--- src/rtl/pc_sequencer_if.sv ---
// rtl/pc_sequencer_if.sv - fetch-stage bus between decode/hazard/imem and the PC sequencer
//
// Ports (interface signals):
//   stall, imem_ready                 hazard unit hold / instruction memory completion
//   jump_req, jump_index              J/JAL request and 26-bit instr_index
//   branch_req, branch_taken,
//   branch_offset                     conditional branch request, outcome, signed immediate
//   jr_req, jr_addr                   JR/JALR request and register target
//   exc_req                           single-cycle exception pulse
//   pc, pc_plus4, fetch_valid         current fetch address, pc+4, fetch request live
//   flush                             kill the instruction entering IF/ID this cycle
//   misaligned, epc                   misaligned-JR pulse, excepting decode address
// Modports: master = decode/hazard/imem side, slave = pc_sequencer.
interface pc_sequencer_if;
  logic        stall;
  logic        imem_ready;
  logic        jump_req;
  logic [25:0] jump_index;
  logic        branch_req;
  logic        branch_taken;
  logic [15:0] branch_offset;
  logic        jr_req;
  logic [31:0] jr_addr;
  logic        exc_req;
  logic [31:0] pc;
  logic [31:0] pc_plus4;
  logic        fetch_valid;
  logic        flush;
  logic        misaligned;
  logic [31:0] epc;

  modport master (
    output stall, imem_ready, jump_req, jump_index, branch_req, branch_taken,
           branch_offset, jr_req, jr_addr, exc_req,
    input  pc, pc_plus4, fetch_valid, flush, misaligned, epc
  );

  modport slave (
    input  stall, imem_ready, jump_req, jump_index, branch_req, branch_taken,
           branch_offset, jr_req, jr_addr, exc_req,
    output pc, pc_plus4, fetch_valid, flush, misaligned, epc
  );
endinterface

--- src/rtl/pc_sequencer.sv ---
// rtl/pc_sequencer.sv - next-PC controller for the MIPS fetch stage
//
// Owns the program counter and picks each cycle between sequential fetch,
// J/JAL, branch, JR and the exception vector, arbitrated against hazard
// stalls and instruction-memory wait states. Produces the IF/ID flush.
//
// Ports:
//   clk    in   rising-edge clock
//   rst_n  in   synchronous active-low reset
//   bus    slave modport of pc_sequencer_if (requests in, pc/flush/epc out)
//
// Configuration macro: BRANCH_DELAY_SLOT_EN
//   defined   - taken jump/JR/branch do not flush; the pc_id+4 fetch is the delay slot
//   undefined - every taken jump/JR/branch flushes in its acceptance cycle
// Exceptions always flush.
module pc_sequencer #(
  parameter logic [31:0] RESET_VECTOR = 32'h0000_0000,
  parameter logic [31:0] EXC_VECTOR   = 32'h0000_0080
) (
  input  logic           clk,
  input  logic           rst_n,
  pc_sequencer_if.slave  bus
);

`ifdef BRANCH_DELAY_SLOT_EN
  localparam logic REDIRECT_FLUSH = 1'b0;
`else
  localparam logic REDIRECT_FLUSH = 1'b1;
`endif

  typedef enum logic [1:0] {
    BOOT     = 2'd0,
    RUN      = 2'd1,
    EXC_PEND = 2'd2
  } state_e;

  state_e      state_q;
  logic [31:0] pc_q;
  logic [31:0] pc_id_q;
  logic [31:0] epc_q;
  logic        fetch_valid_q;
  logic        misaligned_q;
  logic        mis_pend_q;    // pending exception came from a misaligned JR

  logic [31:0] pc_plus4;
  logic [31:0] pc_id_plus4;
  logic [31:0] jump_target;
  logic [31:0] branch_target;
  logic [31:0] redirect_target;
  logic        jr_misaligned;
  logic        exc_event;
  logic        accept;
  logic        redirect;
  logic        flush_c;

  assign pc_plus4      = pc_q + 32'd4;
  assign pc_id_plus4   = pc_id_q + 32'd4;
  assign jump_target   = {pc_id_plus4[31:28], bus.jump_index, 2'b00};
  assign branch_target = pc_id_plus4 + {{14{bus.branch_offset[15]}}, bus.branch_offset, 2'b00};

  assign jr_misaligned = bus.jr_req && (bus.jr_addr[1:0] != 2'b00);
  // Exceptions bypass the stall; only RUN can raise a new one.
  assign exc_event     = (state_q == RUN) && (bus.exc_req || jr_misaligned);
  assign accept        = (state_q == RUN) && bus.imem_ready && !bus.stall;
  assign redirect      = bus.jr_req || bus.jump_req || (bus.branch_req && bus.branch_taken);

  always_comb begin
    redirect_target = pc_plus4;
    if (bus.jr_req)
      redirect_target = bus.jr_addr;
    else if (bus.jump_req)
      redirect_target = jump_target;
    else if (bus.branch_req && bus.branch_taken)
      redirect_target = branch_target;
  end

  // Flush is asserted in the cycle the redirect or exception is accepted.
  always_comb begin
    flush_c = 1'b0;
    if (state_q == EXC_PEND)
      flush_c = bus.imem_ready;
    else if (exc_event)
      flush_c = bus.imem_ready;
    else if (accept && redirect)
      flush_c = REDIRECT_FLUSH;
  end

  always_ff @(posedge clk) begin
    if (!rst_n) begin
      state_q       <= BOOT;
      pc_q          <= RESET_VECTOR;
      pc_id_q       <= 32'd0;
      epc_q         <= 32'd0;
      fetch_valid_q <= 1'b0;
      misaligned_q  <= 1'b0;
      mis_pend_q    <= 1'b0;
    end else begin
      misaligned_q <= 1'b0;
      // The fetch at pc completes into decode, even if it is then flushed.
      if (bus.imem_ready && !bus.stall && fetch_valid_q)
        pc_id_q <= pc_q;
      case (state_q)
        BOOT: begin
          state_q       <= RUN;
          fetch_valid_q <= 1'b1;
        end
        RUN: begin
          if (exc_event) begin
            epc_q <= pc_id_q;
            if (bus.imem_ready) begin
              pc_q         <= EXC_VECTOR;
              misaligned_q <= jr_misaligned;
            end else begin
              // Fetch still outstanding: hold pc until memory completes it.
              state_q    <= EXC_PEND;
              mis_pend_q <= jr_misaligned;
            end
          end else if (accept) begin
            pc_q <= redirect ? redirect_target : pc_plus4;
          end
        end
        EXC_PEND: begin
          // Further exc_req pulses are absorbed here; epc keeps the first.
          if (bus.imem_ready) begin
            pc_q         <= EXC_VECTOR;
            misaligned_q <= mis_pend_q;
            mis_pend_q   <= 1'b0;
            state_q      <= RUN;
          end
        end
        default: state_q <= BOOT;
      endcase
    end
  end

  assign bus.pc          = pc_q;
  assign bus.pc_plus4    = pc_plus4;
  assign bus.fetch_valid = fetch_valid_q;
  assign bus.flush       = flush_c;
  assign bus.misaligned  = misaligned_q;
  assign bus.epc         = epc_q;

endmodule

--- src/flat_wrapper.sv ---
// flat-port wrapper written by rule: the top's interface ports become plain ports
module pc_sequencer_flat 
#(
  parameter logic [31:0] RESET_VECTOR = 32'h0000_0000,
  parameter logic [31:0] EXC_VECTOR   = 32'h0000_0080
)
  (clk, rst_n, bus_stall, bus_imem_ready, bus_jump_req, bus_jump_index, bus_branch_req, bus_branch_taken, bus_branch_offset, bus_jr_req, bus_jr_addr, bus_exc_req, bus_pc, bus_pc_plus4, bus_fetch_valid, bus_flush, bus_misaligned, bus_epc);
  pc_sequencer_if bus_i ();
  input  logic clk;
  input  logic rst_n;
  input wire logic [$bits(bus_i.stall)-1:0] bus_stall;
  input wire logic [$bits(bus_i.imem_ready)-1:0] bus_imem_ready;
  input wire logic [$bits(bus_i.jump_req)-1:0] bus_jump_req;
  input wire logic [$bits(bus_i.jump_index)-1:0] bus_jump_index;
  input wire logic [$bits(bus_i.branch_req)-1:0] bus_branch_req;
  input wire logic [$bits(bus_i.branch_taken)-1:0] bus_branch_taken;
  input wire logic [$bits(bus_i.branch_offset)-1:0] bus_branch_offset;
  input wire logic [$bits(bus_i.jr_req)-1:0] bus_jr_req;
  input wire logic [$bits(bus_i.jr_addr)-1:0] bus_jr_addr;
  input wire logic [$bits(bus_i.exc_req)-1:0] bus_exc_req;
  output wire logic [$bits(bus_i.pc)-1:0] bus_pc;
  output wire logic [$bits(bus_i.pc_plus4)-1:0] bus_pc_plus4;
  output wire logic [$bits(bus_i.fetch_valid)-1:0] bus_fetch_valid;
  output wire logic [$bits(bus_i.flush)-1:0] bus_flush;
  output wire logic [$bits(bus_i.misaligned)-1:0] bus_misaligned;
  output wire logic [$bits(bus_i.epc)-1:0] bus_epc;
  assign bus_i.stall = bus_stall;
  assign bus_i.imem_ready = bus_imem_ready;
  assign bus_i.jump_req = bus_jump_req;
  assign bus_i.jump_index = bus_jump_index;
  assign bus_i.branch_req = bus_branch_req;
  assign bus_i.branch_taken = bus_branch_taken;
  assign bus_i.branch_offset = bus_branch_offset;
  assign bus_i.jr_req = bus_jr_req;
  assign bus_i.jr_addr = bus_jr_addr;
  assign bus_i.exc_req = bus_exc_req;
  assign bus_pc = bus_i.pc;
  assign bus_pc_plus4 = bus_i.pc_plus4;
  assign bus_fetch_valid = bus_i.fetch_valid;
  assign bus_flush = bus_i.flush;
  assign bus_misaligned = bus_i.misaligned;
  assign bus_epc = bus_i.epc;
  pc_sequencer #(.RESET_VECTOR(RESET_VECTOR), .EXC_VECTOR(EXC_VECTOR)) u_core (.clk(clk), .rst_n(rst_n), .bus(bus_i));
endmodule
--- config.mk ---
export PLATFORM = sky130hd
export DESIGN_NAME = pc_sequencer_flat
export DESIGN_NICKNAME = d
export VERILOG_FILES = /design/src/rtl/pc_sequencer_if.sv /design/src/rtl/pc_sequencer.sv /design/src/flat_wrapper.sv
export SDC_FILE = /design/constraint.sdc
export NUM_CORES = 1
export LEC_CHECK = 0
export BUFFER_PORTS_ARGS = -buffer_cell sky130_fd_sc_hd__buf_2
export CAP_MARGIN = 20
export CORE_MARGIN = 2
export CORE_UTILIZATION = 55
export DETAILED_ROUTE_END_ITERATION = 12
export PLACE_DENSITY = 0.83
export SETUP_SLACK_MARGIN = 0.2
export SKIP_LAST_GASP = 1
export SYNTH_ARGS = -nofsm -noshare
export SYNTH_HDL_FRONTEND = slang
export SYNTH_SLANG_ARGS = --single-unit
--- constraint.sdc ---
create_clock -name clk -period 4.8 [get_ports clk]
set_clock_uncertainty 0.2 [all_clocks]
set_input_delay 0.24 -clock clk [delete_from_list [all_inputs] [get_ports clk]]
set_output_delay 0.24 -clock clk [all_outputs]
set_load 0.1 [all_outputs]
After elaboration in Yosys (flattened, before gate mapping)
Cells that the tools add are included.
W data, S select, Z words.
Word-level totals
  flip-flop bits (word level): 101
  memories kept: 0
  latch bits: 0
  output and inout port bits: 99
  word-level logic and storage cells: 58
  bits in read-only memories: 0
  RAM bits: 0
Operators by class
  reduce and logical (&&, ||, !) cells: 19
  equal/unequal tests: 6
  shift-type cells: 0
  divide/modulo/power cells: 0
  muxes and demuxes: 23
  $add $sub $neg: 3
  magnitude comparators: 0
  $mul: 0
  bitwise logic cells: 0
Operator list (count)
  $mux W32: 7
  $add A32 B3 Y32 const B: 2
  $pmux W32 S2: 1
  $add A32 B32 Y32: 1
  $mux W1: 9
  $logic_and A1 B1 Y1: 8
  $mux W2: 3
  $pmux W2 S3: 1
  $ne A2 B2 Y1 const B: 2
  $pmux W1 S2: 2
  $reduce_and A2 Y1: 2
  $reduce_and A4 Y1: 1
  $reduce_bool A2 Y1: 2
  $logic_or A1 B1 Y1: 3
  $ne A3 B1 Y1 const B: 1
  $reduce_and A3 Y1: 1
  $eq A2 B1 Y1 const B: 1
  $eq A2 B2 Y1 const B: 1
  $logic_not A2 Y1: 1
  $ne A2 B1 Y1 const B: 1
  $logic_not A1 Y1: 1

Longest topological paths before layout
Gate-level depths: netlist (run 1).
  depth after elaboration: 9
  mapped depth: 17

Worst setup path before layout (run 1)
Ideal clock, no wire load.
  path type: reg2reg
  start point: reg u_core.pc_q[18] (netlist: u_core.bus.pc[18])
  end point: reg u_core.pc_q[24] (netlist: u_core.bus.pc[24])
  period minus slack after synthesis: 4.798 ns
  path buffers: 1
  arrival time: 4.524 ns
  setup time: 0.074 ns
  stages on the path, launching flop included: 11
  path slack: 0.002 ns
  cells stage by stage: dfxtp_1 > clkbuf_1 > and2_1 > nand4_1 > nor4_1 > nand2_1 > xnor2_1 > a221oi_1 > nor2b_1 > o221ai_1 > o21ai_0
On the way
  word-level cells in the longest chain between the ends: 8
RTL lines
  start: declaration: line pc_sequencer.sv:38  | logic [31:0] pc_q;
  start signal: assignment: line pc_sequencer.sv:119  | pc_q <= redirect ? redirect_target : pc_plus4;
  $add A32 B3 Y32 (*): line pc_sequencer.sv:56  | assign pc_plus4 = pc_q + 32'd4;
  net bus_pc_plus4[24]: line flat_wrapper.sv:22  | output wire logic [$bits(bus_i.pc_plus4)-1:0] bus_pc_plus4;
  $mux W32: line pc_sequencer.sv:73  | else if (bus.branch_req && bus.branch_taken)
  $mux W32: line pc_sequencer.sv:71  | else if (bus.jump_req)
  $mux W32: line pc_sequencer.sv:69  | if (bus.jr_req)
  $mux W32 (*): line pc_sequencer.sv:119
  $mux W32 (*): line pc_sequencer.sv:118  | end else if (accept) begin
  $mux W32 (*): line pc_sequencer.sv:108  | if (exc_event) begin
  $pmux W32 S2 (*): line pc_sequencer.sv:102  | case (state_q)
The timed path passes the listed nets; every way through them passes the cells marked *. The select of a mux whose other input is x is not followed.
A chain may end at the register's enable or synchronous reset.

Final worst setup path (run 1)
  start point: reg u_core.pc_id_q[4]
  end point: reg u_core.pc_q[31] (netlist: u_core.bus.pc[31])
On the way
  word-level cells in the longest chain between the ends: 9
RTL lines
  start: declaration: line pc_sequencer.sv:39  | logic [31:0] pc_id_q;
  start signal: assignment: line pc_sequencer.sv:101  | pc_id_q <= pc_q;
  $add A32 B3 Y32 (*): line pc_sequencer.sv:57  | assign pc_id_plus4 = pc_id_q + 32'd4;
  $add A32 B32 Y32: line pc_sequencer.sv:59  | assign branch_target = pc_id_plus4 + {{14{bus.branch_offset[15]}}, bus.branch_offset, 2'b00};
  $mux W32: line pc_sequencer.sv:73
  $mux W32 (*): line pc_sequencer.sv:71
  $mux W32 (*): line pc_sequencer.sv:69
  $mux W32 (*): line pc_sequencer.sv:119
  $mux W32 (*): line pc_sequencer.sv:118
  $mux W32 (*): line pc_sequencer.sv:108
  $pmux W32 S2 (*): line pc_sequencer.sv:102
Mark *: on every way between the ends. The rest lies on a longest branch, timed or not. The select of a mux whose other input is x is not followed.

==> flow_summary.ini, run 1 <==
[status]
status = completed

[clock_tree]
clk_pin_slew_ps = 70
clock_sinks = 101
insertion_delay_ps = 360
post-cts-setup-buffer-count = 0
cts_buffers = 9
cts_tree = done
ctsHtreeMaxLevel = 3
clockRootBuffer = clkbuf_16
clk_path_buf_depth = 2

[logic_synthesis]
ys_ff_latch = 101
synth_nets = 1125
synth-async-reset-ratio_pct = 0
synth_top_flop_cell = dfxtp_1
ys_seq_area_share_pct = 27.0
synth_cells = 1002
ys_warn_count = 0
netlist_area_um2 = 7500
synth_edf_count = 0
synth_cell_types = 82
syn_area_per_cell_um2 = 7.48

[global_route]
grt_max_degree = 74
grt_antenna_before_repair = 0
grt_usage_pct = 36.9
grt_overflow = 0
grt_pass1_vias = 7575
grt_pass1_wl_um = 41400

[sta]
max_freq_mhz = 233
setup_slack_ps = 507
slew_violations = 0
fin_crit_ps = 4290
holdWs_ps = 4.91
final.period_utilization_pct = 89.4
setup_violations = 0
worstMarginPinSlew_ps = 1030
finalHoldViolations = 0
max_slew_margin_pct = 30.6
rsz0062_at_grt = no
setup_tns_ps = 0

[layout]
final_util_pct = 67.6
final_cell_mix = nand2_1 (211), buf_2 (181), dfxtp_1 (101)
diodes = 0
final_common_cell = nand2_1
area_growth_pct = 19.8
drive_gt1_share_pct = 20.4
finalInstanceArea_um2 = 8990
fin_cells = 1343
fin_nets = 1286

[placed_design]
placedCellCount = 1315
hpwl_um = 19900
place.gp.congestion = 1.02
placed_area_um2 = 8540
pre_cts_ws_ps = 658
io_buffers = 181

[detailed_routing]
first_pass_iters = 8
vias_per_cell = 6.28
drcViolationCount = 0
wl_um = 27400
route.vias.total = 8433
final_antenna_net_count = 0
wl_per_cell_um = 20.4
drtIter0Drc = 1057

[critical_path]
slowest_stage = a2111oi_1
endpoint_kind = flop
crit_fanout = 7
crit_type = flop to flop
path_cells = and3_1 -> nand3_4 -> nor2_1 -> nand4_1 -> xnor2_1 -> ha_1 -> nand4_1 -> nor4b_2 -> a21oi_1 -> a21oi_1 -> o41ai_2 -> a211oi_1 -> xnor2_1 -> a2111oi_1 -> nor2_1
worstPathArrival_ps = 4330
cp-start-kind = flop
cpPeakStageDelay_ps = 480
critPathRequiredTime_ps = 4840

[worst_hold_path]
holdCritPathClass = primary input to flop

[floorplanning]
core_area_um2 = 13300
start_util_pct = 56.4
dieArea_um2 = 14600
rows = 42
boundaryPins = 182
die-height_um = 121
die_x_um = 121

[power]
p_total_mw = 3.08
powerDensity_nw_per_um2 = 343
irDropWorstVdd_mv = 0.321
p_leak_nw = 3.94

[job]
cap_violations = 0
final cells by class:
class	count	area (um^2)
sequential	101	2020
clock buffer	11	243
multi-input combinational	819	5200
fill	1180	4310
tap	176	220
timing repair buffer	206	1130
inverter	26	97.6
clock inverter	4	72.6
logic make-up after synthesis:
logic type | synth area share, %
xor gates and xnor gates | 8.99
and+or+nand+nor | 24.2
muxes | 0.133
AOI/OAI and AO/OA | 28.0
buffers and inverters | 4.89
DFF | 27.0
adders and majority gates | 6.77
critical path: cells and delay by family (launching register included):
kind	cells	cell delay, ps
AOI/OAI and AO/OA	5	1300
and+or+nand+nor	7	1560
xor gates and xnor gates	2	280
adders and majority gates	1	400
DFF	1	430
path summary, 6_finish.rpt:
| path | from | endpoint | slack [ps] | cells after the start |
|---|---|---|---|---|
| setup / recovery | u_core.pc_id_q[4] | u_core.bus.pc[31] | 510 | 15 |
| setup reg to reg | u_core.pc_id_q[4] | u_core.bus.pc[31] | 510 | 15 |
| hold reg to reg | u_core.bus.epc[8] | u_core.bus.epc[8] | 260 | 2 |
| hold / removal | bus_jump_index[20] | u_core.bus.pc[22] | 5 | 3 |
cell usage after synthesis, types with 5 or more instances:
cell type / instances / area, um^2
a221oi_1: 10 / 87.6
o221ai_1: 5 / 43.8
a211oi_1: 5 / 37.5
nand3_1: 33 / 165
a21o_1: 18 / 135
nand2b_1: 6 / 37.5
a31oi_1: 10 / 62.6
inv_1: 24 / 90.1
o21ai_0: 48 / 240
nor3_1: 13 / 65.1
xor2_1: 31 / 272
ha_1: 39 / 488
and3_1: 14 / 87.6
clkbuf_1: 41 / 154
nand4_1: 12 / 75.1
and2_1: 7 / 43.8
dfxtp_1: 101 / 2020
xnor2_1: 46 / 403
a22oi_1: 8 / 60.1
o21a_1: 8 / 60.1
o22ai_1: 11 / 68.8
o211ai_1: 14 / 105
a21boi_0: 54 / 405
nor2b_1: 9 / 56.3
nand2_1: 211 / 792
a21oi_1: 59 / 295
nor2_1: 62 / 233
a32oi_1: 8 / 70.1
per-layer routing:
layer	share of wire [%]	routed length [um]	up-vias	global-route usage, %
met5	0	0	-	0
met4	2.9	789	0	12.9
met3	11	3010	80	7.26
met2	45	12300	535	58.2
met1	41	11300	3914	50.1
li1	-	-	3904	-
state kept, by name, summed over array words and instances, names as in the netlist:
name / cells
u_core.bus.pc: 32
u_core.bus.epc: 32
u_core.bus.misaligned: 1
u_core.bus.fetch_valid: 1
u_core.pc_id_q: 32
u_core.state_q: 2
u_core.mis_pend_q: 1
where the power goes:
part,internal (mW),switching [mW]
logic,0.272,1.01
clock network,0.468,0.340
registers,0.889,0.104
timing repair:
| action | 4_1_cts | 5_1_grt |
|---|---|---|
| endpoints found under the hold margin | 8 | 0 |
| resized for setup | 0 | 0 |
| hold buffers | 13 | 0 |
Power figures use the tool's default switching activity.
==> inputs of run 2 (changes only) <==
- CORE_UTILIZATION: 55 -> 50
- PLACE_DENSITY: 0.83 -> 0.79
- clock period: 4.8 -> 3.6 ns (I/O delays scaled with it)
==> run 2 against run 1 <==
Clock power increased by 20%. Final area grew 17%. Global-route usage fell by 1.4 points. Wire length up 10%. Largest cell class unchanged. Final cell count is 8.3% higher. Sequential power is 35% higher. Utilization grew 4.4 points. Critical path depth is 2 higher. Flip-flop and latch count is the same. The run now ends with negative setup slack left.
==> flow_summary.ini, run 2 (same netlist as run 1, synthesis figures left out) <==
[status]
status = finished with violations
violations = negative setup slack

[placed_design]
io_buffers = 181
hpwl_um = 21500
place.gp.congestion = 0.981

[sta]
setup_slack_ps = -156
slew_violations = 0
fin_crit_ps = 3760
max_slew_margin_pct = 39.0
max_freq_mhz = 266
rsz0062_at_grt = yes
setup_violations = 8
worstMarginPinSlew_ps = 913
finalHoldViolations = 0
final.period_utilization_pct = 104

[critical_path]
critPathRequiredTime_ps = 3660
cp-start-kind = flop
crit_fanout = 4
reg2reg_from = u_core.pc_id_q[7]
crit_path_start = u_core.pc_id_q[7]
endpoint_kind = flop
crit_type = flop to flop
worstPathArrival_ps = 3810

[layout]
fin_nets = 1388
final_util_pct = 72.0
seq_area_um2 = 2100
final_common_cell = nand2_1
multiInputGateArea_um2 = 5870
fill_cells = 1165
final_cell_mix = nand2_1 (207), buf_2 (180), buf_4 (103)
area_growth_pct = 40.1
drive_gt1_share_pct = 35.2
diodes = 0

[power]
powerDensity_nw_per_um2 = 395
p_leak_nw = 4.61
p_total_mw = 4.15
irDropWorstVdd_mv = 0.435

[clock_tree]
ctsHtreeMaxLevel = 3
cts_tree = done
insertion_delay_ps = 370
clockRootBuffer = clkbuf_16
cts_buffers = 9
clock_sinks = 101
clk_path_buf_depth = 2
clk_pin_slew_ps = 70

[detailed_routing]
drcViolationCount = 0
drtIter0Drc = 1015
final_antenna_net_count = 0
wl_per_cell_um = 20.9
vias_per_cell = 6.26
wl_um = 30300
route.vias.total = 9097
first_pass_iters = 7

[floorplanning]
dieArea_um2 = 16000
die_x_um = 126
rows = 44
core_area_um2 = 14600
boundaryPins = 182
die-height_um = 126
start_util_pct = 51.4

[job]
cap_violations = 0

[global_route]
grt_max_degree = 42
grt_pass1_wl_um = 45100
grt_antenna_before_repair = 0
grt_pass1_vias = 8399
grt_usage_pct = 35.5
grt_overflow = 0

[worst_hold_path]
hold_start = bus_jr_addr[30]
holdCritPathClass = primary input to flop
## run 2: cell count changes in the layout (fill, tap and decap cells not counted), moves of 10 or more
cell / previous run / this run
a21oi_1: 59 / 48
a21oi_2: 0 / 10
buf_4: 12 / 103
dfxtp_1: 101 / 65
dfxtp_2: 0 / 23
dfxtp_4: 0 / 13
xnor2_1: 38 / 26
## run 2: worst paths after layout
check / endpoint / slack (ps) / cells after the start
worst max register to register: u_core.bus.pc[21] / -160 / 17
worst min register to register: u_core.bus.epc[8] / 250 / 2
worst max-delay path: u_core.bus.pc[21] / -160 / 17
worst min-delay path: u_core.bus.pc[30] / 6 / 4
## run 2: through the flow
step | instances | area, um^2 | setup TNS, ps | hold WS [ps] | setup WS, ps
after floorplan | 1002 | 7920 | 0 | 142 | 95.6
after global placement | 1397 | 9430 | -213 | 223 | -169
after detailed placement | 1397 | 9430 | -310 | 231 | -123
after CTS | 1441 | 10100 | -12.2 | 0.183 | -12.2
after global routing | 1454 | 10500 | -1760 | 50.6 | -253
final | 1454 | 10500 | -656 | 6.41 | -156
## run 2: per-layer routing
metal	share of wire, %	GRT usage, %	routed length [um]	vias to the layer above
met5	0	0	0	-
met4	3.7	12.9	1120	0
met3	11	7.04	3390	99
met2	45	56.0	13700	595
met1	40	48.4	12100	4279
li1	-	-	-	4124
## run 2: area by class of cell
cell class / instances / share of cell area, %
Clock buffer: 12 / 2.35
Clock inverter: 4 / 0.322
Inverter: 26 / 0.953
Multi-Input combinational cell: 819 / 55.9
Sequential cell: 101 / 20.0
Tap cell: 184 / 2.19
Timing Repair Buffer: 308 / 18.3
## run 2: timing repair
| action | in CTS | in global routing |
|---|---|---|
| pin swaps | 19 | 45 |
| setup buffers | 9 | 13 |
| endpoints found under the setup margin | 17 | 20 |
| resized for setup | 27 | 68 |
| gates cloned | 0 | 0 |
| endpoints found under the hold margin | 14 | 0 |
| hold buffers | 19 | 0 |
## run 2: worst max-delay path: stages, from the launching register on
cell and delay [ps]:
dfxtp_2 330, and3_4 230, and3_4 220, and3_4 200, nand3_4 80, xnor2_2 140, ha_1 370, nand4_1 220
a21oi_1 320, o31ai_4 130, a21oi_2 260, buf_4 160, o21a_1 150, buf_4 120, o21ai_0 80, nor4b_1 170
buf_4 140, a21o_1 140
## run 2: report_power, final
group          internal, mW  leakage [nW]  total [mW]  switching (mW)
Sequential             1.19         0.839        1.34           0.150
Clock                 0.495         0.133       0.967           0.473
Combinational         0.446          3.64        1.84            1.40
